===== src/rtl/rd_pntrs_and_empty.sv =====
// Read-side pointer, empty/almost-empty and used-word logic of the dual-clock FIFO.
// Owns the read pointer and brings the write Gray pointer into the read clock domain.
module rd_pntrs_and_empty #(
    parameter int unsigned AWIDTH      = 4,
    parameter int unsigned SYNC_STAGES = 2,
    parameter int unsigned AE_LEVEL    = 2
) (
    input  logic              rd_clk_i,
    input  logic              aclr_n_i,
    input  logic              rd_req_i,
    input  logic [AWIDTH:0]   wr_pntr_gray_i,
    output logic [AWIDTH-1:0] rd_pntr_o,
    output logic [AWIDTH:0]   rd_pntr_gray_wr_o,
    output logic              rd_empty_o,
    output logic              rd_almost_empty_o,
    output logic [AWIDTH:0]   rd_usedw_o,
    output logic              rd_valid_o
);

    localparam int unsigned PW = AWIDTH + 1;

    typedef logic [PW-1:0] ptr_t;

    localparam ptr_t AE_W = ptr_t'(AE_LEVEL);

    ptr_t bin_q, bin_d;
    ptr_t gray_q, gray_d;
    ptr_t usedw_q, usedw_d;
    ptr_t sync_q [SYNC_STAGES];
    ptr_t sync_d [SYNC_STAGES];
    ptr_t wr_sync;
    ptr_t wr_bin_sync;
    logic empty_q, empty_d;
    logic ae_q, ae_d;
    logic valid_q, valid_d;
    logic accept;

    // Next-state: pointer advance, write-pointer sync shift and flag derivation.
    always_comb begin
        accept    = rd_req_i & ~empty_q;
        bin_d     = bin_q + ptr_t'(accept);
        gray_d    = bin_d ^ (bin_d >> 1);
        sync_d[0] = wr_pntr_gray_i;
        for (int i = 1; i < int'(SYNC_STAGES); i++) begin
            sync_d[i] = sync_q[i-1];
        end
        wr_sync     = sync_q[SYNC_STAGES-1];
        wr_bin_sync = '0;
        for (int i = 0; i < int'(PW); i++) begin
            wr_bin_sync[i] = ^(wr_sync >> i);
        end
        usedw_d = wr_bin_sync - bin_d;
        empty_d = (gray_d == wr_sync);
        ae_d    = (usedw_d <= AE_W);
        valid_d = accept;
    end

    // State registers; reset clears everything at once.
    always_ff @(posedge rd_clk_i or negedge aclr_n_i) begin
        if (!aclr_n_i) begin
            bin_q   <= '0;
            gray_q  <= '0;
            usedw_q <= '0;
            empty_q <= 1'b1;
            ae_q    <= 1'b1;
            valid_q <= 1'b0;
            for (int i = 0; i < int'(SYNC_STAGES); i++) begin
                sync_q[i] <= '0;
            end
        end else begin
            bin_q   <= bin_d;
            gray_q  <= gray_d;
            usedw_q <= usedw_d;
            empty_q <= empty_d;
            ae_q    <= ae_d;
            valid_q <= valid_d;
            for (int i = 0; i < int'(SYNC_STAGES); i++) begin
                sync_q[i] <= sync_d[i];
            end
        end
    end

    // Outputs come straight from flops.
    always_comb begin
        rd_pntr_o         = bin_q[AWIDTH-1:0];
        rd_pntr_gray_wr_o = gray_q;
        rd_empty_o        = empty_q;
        rd_almost_empty_o = ae_q;
        rd_usedw_o        = usedw_q;
        rd_valid_o        = valid_q;
    end

endmodule


===== config.mk =====
export PLATFORM = sky130hd
export DESIGN_NAME = rd_pntrs_and_empty
export DESIGN_NICKNAME = d
export VERILOG_FILES = /design/src/rtl/rd_pntrs_and_empty.sv
export SDC_FILE = /design/constraint.sdc
export NUM_CORES = 1
export LEC_CHECK = 0
export CAP_MARGIN = 20
export CELL_PAD_IN_SITES_DETAIL_PLACEMENT = 0
export CELL_PAD_IN_SITES_GLOBAL_PLACEMENT = 1
export CORE_ASPECT_RATIO = 1.25
export CORE_UTILIZATION = 41
export CTS_BUF_LIST = sky130_fd_sc_hd__clkbuf_4 sky130_fd_sc_hd__clkbuf_8
export CTS_CLUSTER_DIAMETER = 80
export DETAILED_ROUTE_END_ITERATION = 10
export PLACE_DENSITY_LB_ADDON = 0.08
export SLEW_MARGIN = 20
export SYNTH_ARGS = -nofsm -noshare
export SYNTH_HDL_FRONTEND = slang
export SYNTH_SLANG_ARGS = --single-unit

===== constraint.sdc =====
create_clock -name rd_clk_i -period 3.4 [get_ports rd_clk_i]
set_input_delay 0.34 -clock rd_clk_i [delete_from_list [all_inputs] [get_ports rd_clk_i]]
set_output_delay 0.34 -clock rd_clk_i [all_outputs]
set_load 0.005 [all_outputs]

==> results.py <==
metrics = {
    "pwr": {
        "power_switching_uw": 540,
        "power_frac_seq": 0.335,
        "p_int_uw": 917,
        "leakage_nw": 0.652,
        "power_density_nw_per_um2": 993,
        "p_sw_frac": 0.371,
        "peakVddDrop_uv": 424,
        "power_frac_clock": 0.100,
        "pwr-share-comb": 0.565,
        "finalPower_mw": 1.46,
    },
    "floorplan": {
        "die_area_um2": 3000,
        "die_w_um": 49.2,
        "coreArea_um2": 2650,
        "placementRows": 21,
        "start_util": 0.430,
        "ioPinCount": 25,
        "dieHeight_um": 61.0,
    },
    "global_routing": {
        "grt_pass1_wl_um": 2740,
        "grt_pass1_vias": 647,
        "grt_overflow_total": 0,
        "grt_max_degree": 28,
        "antenna_found_initial": 0,
        "track_usage": 0.126,
    },
    "yosys": {
        "yosysTopAreaCell": "dfrtp_1",
        "synth_nets": 102,
        "avgSynthCellArea_um2": 12.8,
        "yosysSeqAreaShare": 0.594,
        "async_reset_ff_frac": 1.00,
        "synth_common_cells": "25 x dfrtp_1, 11 x xor2_1, 10 x inv_1, 9 x xnor2_1, 5 x ha_1",
        "synth_seq_cells": 27,
        "synth-edff-count": 0,
        "ys_types": 26,
        "synth_top_area_frac": 0.548,
        "synthCells": 89,
        "ys.flop_type": "dfrtp_1",
        "synth_area_um2": 1140,
        "synth.most_common_cell": "dfrtp_1",
        "synthTopCellsByArea": "dfrtp_1 55%, xor2_1 8.4%, xnor2_1 6.9%",
        "yosys_warnings": 0,
    },
    "clock_tree": {
        "cts_sinks": 27,
        "holdBufCountCts": 0,
        "post_cts_resized": 0,
        "cts.htree.levels": 1,
        "cts_tree": "built",
        "clkSlewWorstSetupHoldPaths_ns": 0.16,
        "clk_latency_ns": 0.33,
        "clockRootBuffer": "clkbuf_4",
        "clockBufferDepth": 2,
        "numCtsBuffers": 3,
        "cts_setup_buffers": 0,
    },
    "placed_design": {
        "port_buffers": 24,
        "place_hpwl_um": 1310,
        "gp_congestion": 0.739,
    },
    "worst_setup_path": {
        "crit_family": "XOR/XNOR gates",
        "reg2reg_slack_ns": 0.76,
        "crit_arrival_ns": 2.88,
        "cp_max_fo": 4,
        "critPathBufInv": 1,
        "required_ns": 3.65,
        "cp-start-kind": "flop",
        "reg2reg_depth": 10,
        "cpPeakStageDelay_ns": 0.45,
        "criticalPathCategory": "flop to flop",
        "cp_cell_sequence": "xor2_2 > xnor2_1 > xnor2_1 > ha_1 > inv_1 > ha_1 > a21o_1 > a21bo_1 > o31ai_2 > nor3b_1",
        "r2r-start": "wr_sync[3]$_DFF_PN0_",
        "r2r-end": "rd_almost_empty_o$_DFF_PN1_",
        "cp-end-kind": "flop",
        "slowest_stage": "dfrtp_1",
    },
    "timing": {
        "fin_setup_tns_ns": 0,
        "timing.final.crit_share": 0.775,
        "hold_viol_final": 0,
        "fin_crit_ns": 2.64,
        "rsz0062_at_grt": "false",
        "setup_viol": 0,
        "slew_violations": 0,
        "skew_ns": 0.0154,
        "tightest_slew_ns": 0.548,
        "slew_headroom": 0.633,
        "max_freq_ghz": 0.379,
    },
    "hold_path": {
        "hp-class": "input pin to asynchronous set/reset pin",
    },
    "job": {
        "cap_violations": 0,
    },
    "status": {
        "outcome": "finished clean",
    },
    "drt": {
        "drtIter0Drc": 18,
        "routed_via_density": 4.67,
        "drtPass1Iterations": 4,
        "wl_um": 1700,
        "drc": 0,
        "wl_per_cell_um": 11.2,
        "dr_total_vias": 710,
        "ant_nets": 0,
    },
    "layout": {
        "area_delta_synth_final_pct": 28.5,
        "diodes": 0,
        "layout-drive-gt1-share": 0.102,
        "fin_nets": 132,
        "nFillCells": 235,
    },
}
[kinds of logic after synthesis]
| family | count (synthesis) | share of synthesized area |
|---|---|---|
| AO/OA/AOI/OAI | 8 | 0.0570 |
| adder cells (fa/ha/maj) | 5 | 0.0548 |
| flip-flops | 27 | 0.594 |
| buffers and inverters | 11 | 0.0361 |
| AND/OR/NAND/NOR | 16 | 0.0767 |
| XOR/XNOR | 22 | 0.182 |
[per-layer routing]
| layer | GRT usage | vias to the layer above | part of all wire |
|---|---|---|---|
| met4 | 0.0882 | 0 | 0.011 |
| met5 | 0 | - | 0 |
| met1 | 0.145 | 341 | 0.43 |
| met2 | 0.219 | 19 | 0.52 |
| met3 | 0.0222 | 2 | 0.035 |
| li1 | - | 348 | - |
[cells in the final DEF (no fill, tap or decap), types with 2 or more instances in the layout]
| cell type | netlist | final |
|---|---|---|
| dfrtp_1 | 25 | 25 |
| clkdlybuf4s50_1 | 0 | 24 |
| xor2_1 | 11 | 11 |
| inv_1 | 10 | 10 |
| xnor2_1 | 9 | 9 |
| ha_1 | 5 | 5 |
| nand3_1 | 4 | 4 |
| nor2_1 | 3 | 3 |
| clkbuf_4 | 0 | 3 |
| xor2_2 | 2 | 2 |
| nand2_1 | 2 | 2 |
| buf_4 | 0 | 2 |
| dfstp_2 | 2 | 2 |
[registers in the layout, summed over array words and instances (netlist names)]
signal / flops
wr_sync: 5
rd_usedw_o: 5
rd_pntr_gray_wr_o: 4
sync_d: 5
rd_valid_o: 1
rd_almost_empty_o: 1
bin_q: 5
rd_empty_o: 1
[layout make-up]
type                       count  area [um2]  share of cell area
sequential                    27         678               0.462
multi-input combinational     51         423               0.288
timing repair buffer          26         255               0.174
tap                           34        42.5              0.0290
inverter                      10        37.5              0.0256
clock buffer                   3        22.5              0.0153
clock inverter                 1        8.76             0.00597
[power groups by stage]
| stage | clock, mW | combinational (mW) | sequential, mW |
|---|---|---|---|
| 2_1_floorplan | 0 | 0.505 | 0.504 |
| 3_3_place_gp | 0 | 0.834 | 0.494 |
| 3_5_place_dp | 0 | 0.832 | 0.498 |
| 4_1_cts | 0.160 | 0.839 | 0.491 |
| 5_1_grt | 0.174 | 0.919 | 0.500 |
| 6_report | 0.146 | 0.823 | 0.488 |
[per-stage QoR]
step	cells	instance area (um2)	worst slack, ns	hold WS, ns	util
finish	152	1470	0.764	0.350	0.553
global route	152	1470	0.527	0.357	0.553
CTS	152	1470	0.756	0.345	0.553
detailed placement	148	1440	0.594	0.338	0.541
global placement	148	1440	0.630	0.335	0.541
floorplan	89	1140	0.933	0.0444	-
[worst max-delay path by stage]
| stage | start | endpoint | slack, ns | depth (start not counted) |
|---|---|---|---|---|
| final | wr_sync[3]$_DFF_PN0_ | rd_almost_empty_o$_DFF_PN1_ | 0.76 | 10 |
| after global routing | wr_sync[3]$_DFF_PN0_ | rd_almost_empty_o$_DFF_PN1_ | 0.53 | 10 |
| after CTS | wr_sync[3]$_DFF_PN0_ | rd_almost_empty_o$_DFF_PN1_ | 0.76 | 10 |
| after detailed placement | rd_req_i | rd_almost_empty_o$_DFF_PN1_ | 0.59 | 10 |
| after global placement | rd_req_i | rd_empty_o$_DFF_PN1_ | 0.63 | 9 |
| after floorplan | rd_empty_o$_DFF_PN1_ | rd_almost_empty_o$_DFF_PN1_ | 0.93 | 10 |
No activity file was read; power rests on OpenSTA's default activity.
